==> src/rtl/hazard_stall_ctrl_pkg.sv <==
// ----------------------------------------------------------------------------
// hazard_stall_ctrl_pkg
// Shared constants, types and helpers for the MIPS pipeline stall controller.
//   TUSE_UNUSED      : Tuse encoding meaning "operand not read"
//   REG_ZERO         : architectural $0, never a real dependency
//   MULT/DIV_CYCLES  : default busy lengths of the mult/div unit
//   hazard_hit()     : one producer-vs-consumer Tuse/Tnew comparison
// ----------------------------------------------------------------------------
package hazard_stall_ctrl_pkg;

  localparam logic [1:0] TUSE_UNUSED      = 2'd3;
  localparam logic [4:0] REG_ZERO         = 5'd0;
  localparam int         MULT_CYCLES_DEF  = 5;
  localparam int         DIV_CYCLES_DEF   = 10;
  localparam int         CNT_W_DEF        = 4;

  // A downstream stage that may still be producing a register value.
  typedef struct packed {
    logic [4:0] wa;
    logic [1:0] tnew;
  } producer_t;

  // True when a consumer reading src at tuse must wait for producer p.
  // $0 is hard-wired and an unused operand (tuse = 3) can never be late,
  // because tnew never exceeds 3.
  function automatic logic hazard_hit(input logic [4:0] src,
                                      input logic [1:0] tuse,
                                      input producer_t  p);
    logic hit;
    hit = 1'b0;
    if (src == REG_ZERO) begin
      hit = 1'b0;
    end else if (tuse == TUSE_UNUSED) begin
      hit = 1'b0;
    end else if ((src == p.wa) && (tuse < p.tnew)) begin
      hit = 1'b1;
    end else begin
      hit = 1'b0;
    end
    return hit;
  endfunction

endpackage

==> src/rtl/hazard_stall_ctrl_md_busy_seq.sv <==
// ----------------------------------------------------------------------------
// md_busy_seq
// Busy sequencer for the multi-cycle mult/div unit. A start loads the
// operation latency; the counter then runs down to zero, one per cycle.
//   clk, reset   : clock, synchronous active-high reset
//   start_i      : E stage holds a mult/div this cycle
//   is_div_i     : qualifies start_i, 1 = div/divu
//   md_busy_o    : unit busy (count non-zero)
//   md_count_o   : remaining busy cycles
// ----------------------------------------------------------------------------
module md_busy_seq
  import hazard_stall_ctrl_pkg::*;
#(
  parameter int MULT_CYCLES = MULT_CYCLES_DEF,
  parameter int DIV_CYCLES  = DIV_CYCLES_DEF,
  parameter int CNT_W       = CNT_W_DEF
) (
  input  logic             clk,
  input  logic             reset,
  input  logic             start_i,
  input  logic             is_div_i,
  output logic             md_busy_o,
  output logic [CNT_W-1:0] md_count_o
);

  localparam logic [CNT_W-1:0] CNT_ZERO = {CNT_W{1'b0}};
  localparam logic [CNT_W-1:0] CNT_ONE  = {{(CNT_W-1){1'b0}}, 1'b1};
  localparam logic [CNT_W-1:0] LOAD_MUL = CNT_W'(MULT_CYCLES);
  localparam logic [CNT_W-1:0] LOAD_DIV = CNT_W'(DIV_CYCLES);

  logic [CNT_W-1:0] count_q;
  logic [CNT_W-1:0] count_d;

  // Next count: a start only loads when idle; a start while busy is ignored
  // and the run-down continues.
  always_comb begin
    count_d = count_q;
    if (start_i && (count_q == CNT_ZERO)) begin
      count_d = is_div_i ? LOAD_DIV : LOAD_MUL;
    end else if (count_q != CNT_ZERO) begin
      count_d = count_q - CNT_ONE;
    end else begin
      count_d = count_q;
    end
  end

  // Counter register.
  always_ff @(posedge clk) begin
    if (reset) begin
      count_q <= CNT_ZERO;
    end else begin
      count_q <= count_d;
    end
  end

  assign md_count_o = count_q;
  assign md_busy_o  = (count_q != CNT_ZERO);

endmodule

==> src/rtl/hazard_stall_ctrl.sv <==
// ----------------------------------------------------------------------------
// hazard_stall_ctrl
// Stall controller for the 5-stage MIPS core. Each cycle decides whether
// PC and F/D hold and whether D/E is flushed into a bubble, from Tuse/Tnew
// data hazards plus the mult/div busy state.
//   clk, reset           : clock, synchronous active-high reset
//   d_rs_* / d_rt_*      : D-stage source indices and Tuse (3 = unused)
//   d_is_md              : D-stage instruction uses the mult/div unit
//   e_wa/e_tnew, m_wa/m_tnew : E/M producers (wa 0 = none)
//   e_md_start/e_md_is_div   : mult/div launch in E
//   pc_en, fd_en, de_clr : pipeline register controls (same cycle)
//   md_busy, md_count    : mult/div sequencer state
//   stall_cnt            : stalled cycles since reset, wraps at 2^32
// ----------------------------------------------------------------------------
module hazard_stall_ctrl
  import hazard_stall_ctrl_pkg::*;
#(
  parameter int MULT_CYCLES = MULT_CYCLES_DEF,
  parameter int DIV_CYCLES  = DIV_CYCLES_DEF,
  parameter int CNT_W       = CNT_W_DEF
) (
  input  logic             clk,
  input  logic             reset,
  input  logic [4:0]       d_rs_addr,
  input  logic [4:0]       d_rt_addr,
  input  logic [1:0]       d_rs_tuse,
  input  logic [1:0]       d_rt_tuse,
  input  logic             d_is_md,
  input  logic [4:0]       e_wa,
  input  logic [1:0]       e_tnew,
  input  logic [4:0]       m_wa,
  input  logic [1:0]       m_tnew,
  input  logic             e_md_start,
  input  logic             e_md_is_div,
  output logic             pc_en,
  output logic             fd_en,
  output logic             de_clr,
  output logic             md_busy,
  output logic [CNT_W-1:0] md_count,
  output logic [31:0]      stall_cnt
);

  producer_t   e_prod_s;
  producer_t   m_prod_s;
  logic        rs_haz_s;
  logic        rt_haz_s;
  logic        md_haz_s;
  logic        stall_s;
  logic [31:0] stall_cnt_q;
  logic [31:0] stall_cnt_d;

  assign e_prod_s = '{wa: e_wa, tnew: e_tnew};
  assign m_prod_s = '{wa: m_wa, tnew: m_tnew};

  md_busy_seq #(
    .MULT_CYCLES (MULT_CYCLES),
    .DIV_CYCLES  (DIV_CYCLES),
    .CNT_W       (CNT_W)
  ) u_md_seq (
    .clk        (clk),
    .reset      (reset),
    .start_i    (e_md_start),
    .is_div_i   (e_md_is_div),
    .md_busy_o  (md_busy),
    .md_count_o (md_count)
  );

  // Hazard detection against both in-flight producers.
  always_comb begin
    rs_haz_s = hazard_hit(d_rs_addr, d_rs_tuse, e_prod_s) |
               hazard_hit(d_rs_addr, d_rs_tuse, m_prod_s);
    rt_haz_s = hazard_hit(d_rt_addr, d_rt_tuse, e_prod_s) |
               hazard_hit(d_rt_addr, d_rt_tuse, m_prod_s);
    // The start cycle counts as busy so the next md op cannot slip in
    // before the counter has loaded.
    md_haz_s = d_is_md & (e_md_start | md_busy);
    stall_s  = rs_haz_s | rt_haz_s | md_haz_s;
  end

  // Pipeline controls. Reset forces every register to move: the PC register
  // lets its enable win over reset, so pc_en must be high for reset to land.
  always_comb begin
    if (reset) begin
      pc_en  = 1'b1;
      fd_en  = 1'b1;
      de_clr = 1'b1;
    end else begin
      pc_en  = ~stall_s;
      fd_en  = ~stall_s;
      de_clr = stall_s;
    end
  end

  // Next stall count; 32-bit add wraps naturally.
  always_comb begin
    if (stall_s) begin
      stall_cnt_d = stall_cnt_q + 32'd1;
    end else begin
      stall_cnt_d = stall_cnt_q;
    end
  end

  // Stall counter register.
  always_ff @(posedge clk) begin
    if (reset) begin
      stall_cnt_q <= 32'd0;
    end else begin
      stall_cnt_q <= stall_cnt_d;
    end
  end

  assign stall_cnt = stall_cnt_q;

endmodule

==> config.mk <==
export PLATFORM = sky130hd
export DESIGN_NAME = hazard_stall_ctrl
export DESIGN_NICKNAME = d
export VERILOG_FILES = /design/src/rtl/hazard_stall_ctrl_pkg.sv /design/src/rtl/hazard_stall_ctrl_md_busy_seq.sv /design/src/rtl/hazard_stall_ctrl.sv
export SDC_FILE = /design/constraint.sdc
export NUM_CORES = 1
export LEC_CHECK = 0
export CORE_UTILIZATION = 36
export DETAILED_ROUTE_END_ITERATION = 10
export GPL_TIMING_DRIVEN = 0
export PLACE_DENSITY_LB_ADDON = 0.3
export SYNTH_ARGS = -nofsm -noshare
export SYNTH_HDL_FRONTEND = slang
export SYNTH_SLANG_ARGS = --single-unit
==> constraint.sdc <==
create_clock -name clk -period 8.4 [get_ports clk]
set_input_delay 1.68 -clock clk [delete_from_list [all_inputs] [get_ports clk]]
set_output_delay 1.68 -clock clk [all_outputs]
set_load 0.02 [all_outputs]
Yosys cells after proc, flatten, opt, wreduce, memory -nomap -nowiden
Index checks and enable logic that the tools add are counted.
{"block": "op_classes", "addsub": 2, "n_lt_le_gt_ge": 4, "n_eq_ne": 6, "mux": 17, "bitwise": 7, "reduce_logical": 10}
{"cell": "32-bit by 1-bit adder with 32-bit output, second input constant", "count": 1}
{"cell": "5-bit equality test", "count": 4}
{"cell": "1-bit 2-to-1 mux", "count": 14}
{"cell": "4-bit 2-to-1 mux", "count": 3}
{"cell": "5-bit logical NOT", "count": 2}
{"cell": "2-bit < comparator", "count": 4}
{"cell": "1-bit logical AND", "count": 5}
{"cell": "1-bit OR", "count": 5}
{"cell": "2-bit equality test, second input constant", "count": 2}
{"cell": "4-bit logical NOT", "count": 1}
{"cell": "4-bit nonzero test", "count": 1}
{"cell": "4-bit by 1-bit subtractor with 4-bit output, second input constant", "count": 1}
{"cell": "2-bit nonzero test", "count": 1}
{"cell": "1-bit bitwise AND", "count": 1}
{"cell": "1-bit inverter", "count": 1}
{"block": "word_totals", "regBits": 36, "inputBits": 33, "out_inout_bits": 40}

Longest topological paths before layout
{"block": "logic_depth", "word_depth": 10, "depth_mapped": 10}

Cells and area by module
From an unflattened synthesis, not the netlist that was laid out.
{"block": "hier_totals", "cells_unflattened": 257, "area_unflattened_um2": 2188.3}
{"mod": "hazard_stall_ctrl", "n_inst": 1, "cells_each": 232, "area_each_um2": 1949.4, "seq_area_each_um2": 640.6}
{"mod": "md_busy_seq", "n_inst": 1, "cells_each": 25, "area_each_um2": 239.0, "seq_area_each_um2": 80.1}

Worst setup path before layout
No wires, ideal clock.
{"block": "synth_path", "path_kind": "input to output", "from": "in m_tnew[1]", "to": "out pc_en", "arrival_time_ns": 3.525, "required_ns": 6.720, "path_slack_ns": 3.195, "cell_stages": 8, "path_cell_list": "inv_1 -> ha_1 -> a2111oi_0 -> nand4_1 -> a221oi_4 -> nor3_2 -> or2_2 -> buf_4"}
{"block": "synth_between", "elab_chain_cells": 10}
{"item": "start, declared", "line_no": "hazard_stall_ctrl.sv:32", "rtl": "input logic [1:0] m_tnew,"}
{"item": "2-bit < comparator", "line_no": "hazard_stall_ctrl_pkg.sv:35", "rtl": "end else if ((src == p.wa) && (tuse < p.tnew)) begin"}
{"item": "1-bit logical AND", "line_no": "hazard_stall_ctrl_pkg.sv:35"}
{"item": "1-bit 2-to-1 mux", "line_no": "hazard_stall_ctrl_pkg.sv:35"}
{"item": "1-bit 2-to-1 mux", "line_no": "hazard_stall_ctrl_pkg.sv:33", "rtl": "end else if (tuse == TUSE_UNUSED) begin"}
{"item": "1-bit 2-to-1 mux", "line_no": "hazard_stall_ctrl_pkg.sv:31", "rtl": "if (src == REG_ZERO) begin"}
{"item": "1-bit OR, on equally long branches", "line_no": "hazard_stall_ctrl.sv:70, hazard_stall_ctrl.sv:72"}
{"item": "1-bit OR * (2 in series)", "line_no": "hazard_stall_ctrl.sv:77", "rtl": "stall_s = rs_haz_s | rt_haz_s | md_haz_s;"}
{"item": "1-bit inverter *"}
{"item": "1-bit 2-to-1 mux *"}
{"item": "end, declared", "line_no": "hazard_stall_ctrl.sv:35", "rtl": "output logic pc_en,"}
Every way passes the cells marked *; elsewhere a longest branch is shown, timed or not.

Worst setup path after layout
{"block": "layout_path", "from": "in d_rt_tuse[1]", "to": "out pc_en"}
{"block": "layout_between", "elab_chain_cells": 10}
{"item": "start, declared", "line_no": "hazard_stall_ctrl.sv:27", "rtl": "input logic [1:0] d_rt_tuse,"}
{"item": "2-bit < comparator", "line_no": "hazard_stall_ctrl_pkg.sv:35"}
{"item": "1-bit logical AND", "line_no": "hazard_stall_ctrl_pkg.sv:35"}
{"item": "1-bit 2-to-1 mux", "line_no": "hazard_stall_ctrl_pkg.sv:35"}
{"item": "1-bit 2-to-1 mux", "line_no": "hazard_stall_ctrl_pkg.sv:33"}
{"item": "1-bit 2-to-1 mux", "line_no": "hazard_stall_ctrl_pkg.sv:31"}
{"item": "1-bit OR *", "line_no": "hazard_stall_ctrl.sv:72", "rtl": "rt_haz_s = hazard_hit(d_rt_addr, d_rt_tuse, e_prod_s) |"}
{"item": "1-bit OR * (2 in series)", "line_no": "hazard_stall_ctrl.sv:77"}
{"item": "1-bit inverter *", "line_no": "hazard_stall_ctrl.sv:88", "rtl": "pc_en = ~stall_s;"}
{"item": "1-bit 2-to-1 mux *", "line_no": "hazard_stall_ctrl.sv:83", "rtl": "if (reset) begin"}
Marked as above.

==> out/metrics.yaml <==
status: "complete, no violations"
critPathMaxFanout: 10
regArea_um2: 720.7
r2r_slack_ns: 5.84
hold_buffers: 0
min_period_over_period_pct: 75.10
hold_class: "reg -> reg"
cts_buffer_depth: 2
ys_types: 35
io_pins: 73
fillers: 542
finalInstanceArea_mm2: 0.003060
hpwl_mm: 4.160
slowest_delay_ns: 0.56
drt_wl_total_mm: 5.488
irDropWorstVdd_uv: 123.3
yosysSeqAreaShare_pct: 33.94
whs_ns: 0.5037
p_leak_nw: 0.9914
multi_input_area_mm2: 0.001300
cp_top_family: "buffers and inverters"
die-area_mm2: 0.006209
skew_ns: 0.003079
cts_tree: "done"
fp.dieH_um: 78.80
design.core.area_mm2: 0.005608
holdPathStages: 2
ys_seq_elements: 36
yosys_warnings: 0
gp_congestion: 0.7847
tightestPinTransition_ns: 0.5595
maxSlewViolCount: 0
dp_slack_ns: 2.071
worstPathArrival_ns: 4.63
antenna_found_initial: 0
hold_viol: 0
crit_chain: "clkdlybuf4s50_1 -> ha_1 -> a2111oi_0 -> nand4_1 -> a221oi_4 -> nor3_2 -> or2_2 -> buf_4 -> clkdlybuf4s50_1"
clockRootBuffer: "clkbuf_8"
fin_tns_setup_ns: 0
syn2layout_area_growth_pct: 44.14
path_clk_slew_ns: 0.07
cp.required_ns: 6.72
grt_pass1_vias: 2089
fp.dieW_um: 78.80
clock_latency_ns: 0.29
cts_max_level: 2
final-setup-viol-count: 0
postCtsSetupBuffers: 0
syn_avg_cell_area_um2: 8.327
r2r-start: "u_md_seq.md_count_o[0]$_SDFFE_PP0P_"
initial_core_util_pct: 37.86
grt_max_degree: 12
numCtsBuffers: 5
whs_endpoint: "stall_cnt[26]$_SDFFE_PP0P_"
port_buffers: 72
endpoint_kind: "output port"
routedWlPerCell_um: 13.48
cpMostUsedCell: "clkdlybuf4s50_1"
fin_crit_ns: 6.308
synth_top_area_share_pct: 33.94
drtPass1Iterations: 6
final_nets: 374
antenna_left: 0
synth_nets: 295
hold_start: "stall_cnt[26]$_SDFFE_PP0P_"
most-common-layout-cells: "72 x clkdlybuf4s50_1, 36 x dfxtp_1, 27 x a21oi_1"
drc: 0
clock-sinks: 36
layout_commonest_cell: "clkdlybuf4s50_1"
crit_path_top_delay_cell: "clkdlybuf4s50_1"
max_freq_mhz: 158.5
grt_overflow: 0
crit_type: "in -> out"
grtUsageTotal_pct: 18.83
placed_cell_area_mm2: 0.002934
vias_per_cell: 5.364
crit_path_start_kind: "primary input"
syn_area_mm2: 0.002123
grt_first_pass_wirelength_mm: 9.232
rows: 27
synth_area_leaders: "dfxtp_1 34%, a21oi_1 6.4%, xor2_1 5.8%"
slew_headroom_pct: 62.50
r2r_cells: 9
drt_iter0_drc: 130
rsz0062_at_grt: "no"
antenna_cells: 0
vias: 2183
cts_resized: 0
crit_buf_inv: 3
fin_util_pct: 54.57
reg2reg_to: "stall_cnt[29]$_SDFFE_PP0P_"
synth_cells: 255
synth_top_cell_by_area: "dfxtp_1"
final_layout_size_suffix_gt1_share_pct: 6.269
drv_cap: 0
powerDensity_mw_per_mm2: 164.1
worst_slack_ns: 2.092
## how the worst max path moves through the flow
| stage | end | slack, ns | depth (start not counted) | from |
|---|---|---|---|---|
| floorplan | pc_en | 3.20 | 8 | m_tnew[1] |
| global placement | pc_en | 2.05 | 9 | d_rt_tuse[1] |
| detailed placement | pc_en | 2.07 | 9 | d_rt_tuse[1] |
| CTS | pc_en | 2.07 | 9 | d_rt_tuse[1] |
| global route | pc_en | 1.90 | 9 | d_rt_tuse[1] |
| finish | pc_en | 2.09 | 9 | d_rt_tuse[1] |
## worst register-to-register path: cells and delay by family, from the launching register on
| family | cells | cell delay (ns) |
|---|---|---|
| AOI/OAI and AO/OA | 4 | 1.01 |
| adders and majority gates | 1 | 0.14 |
| buffers and inverters | 3 | 0.81 |
| DFF | 1 | 0.36 |
| and+or+nand+nor | 1 | 0.17 |
## area by class of cell
cell class              instances  share of cell area [%]
clock inverters                 1                  0.9812
plain buffers                  11                   1.635
clock buffers                   7                   3.148
multi-input cells             194                   42.48
flip-flops and latches         36                   23.55
well taps                      72                   2.944
inverters                      14                   1.717
repair buffers                 72                   23.55
## cells by family after synthesis
kind of cell             synth area share [%]
AND/OR/NAND/NOR                         24.22
multiplexers                           0.4714
adder cells (fa/ha/maj)                 4.125
XOR/XNOR                                11.14
buffers and inverters                   4.832
AO/OA/AOI/OAI                           21.27
flip-flops                              33.94
## metal layers
layer  vias up  track usage, %  share of wire [%]
li1       1103               -                  -
met1      1000           22.06                 44
met2        72           33.57                 47
met3         8           4.828                6.7
met4         0           5.370                1.7
met5         -               0                  0
## Yosys cell counts (all sizes together)
cell type / n
dfxtp: 36
a21oi: 27
o21ai: 19
nor2: 16
or3: 15
inv: 14
nand4: 14
xor2: 14
or4: 13
xnor2: 13
o31ai: 11
nand2: 9
ha: 7
nand3: 7
clkbuf: 6
buf: 5
a211oi: 4
nand2b: 3
nor3: 3
o311ai: 3
a2111oi: 2
a221oi: 2
and4: 2
nor2b: 2
nor4: 2
or2: 2
and2: 1
and3: 1
mux2i: 1
o21a: 1
## registers in the layout, summed over array words and instances (netlist names)
register             cells
stall_cnt               32
u_md_seq.md_count_o      4
## through the flow
stage | std cells | power, mW
2_1_floorplan | 255 | 0.2763
3_5_place_dp | 399 | 0.3389
3_3_place_gp | 399 | 0.3370
5_1_grt | 407 | 0.5299
6_report | 407 | 0.5021
4_1_cts | 407 | 0.5062
## where the power goes
group          switching (mW)  internal (mW)
Clock                  0.0619          0.105
Sequential             0.0115          0.181
Combinational          0.0721         0.0703
Note: power is estimated with default switching activity, not from simulation.
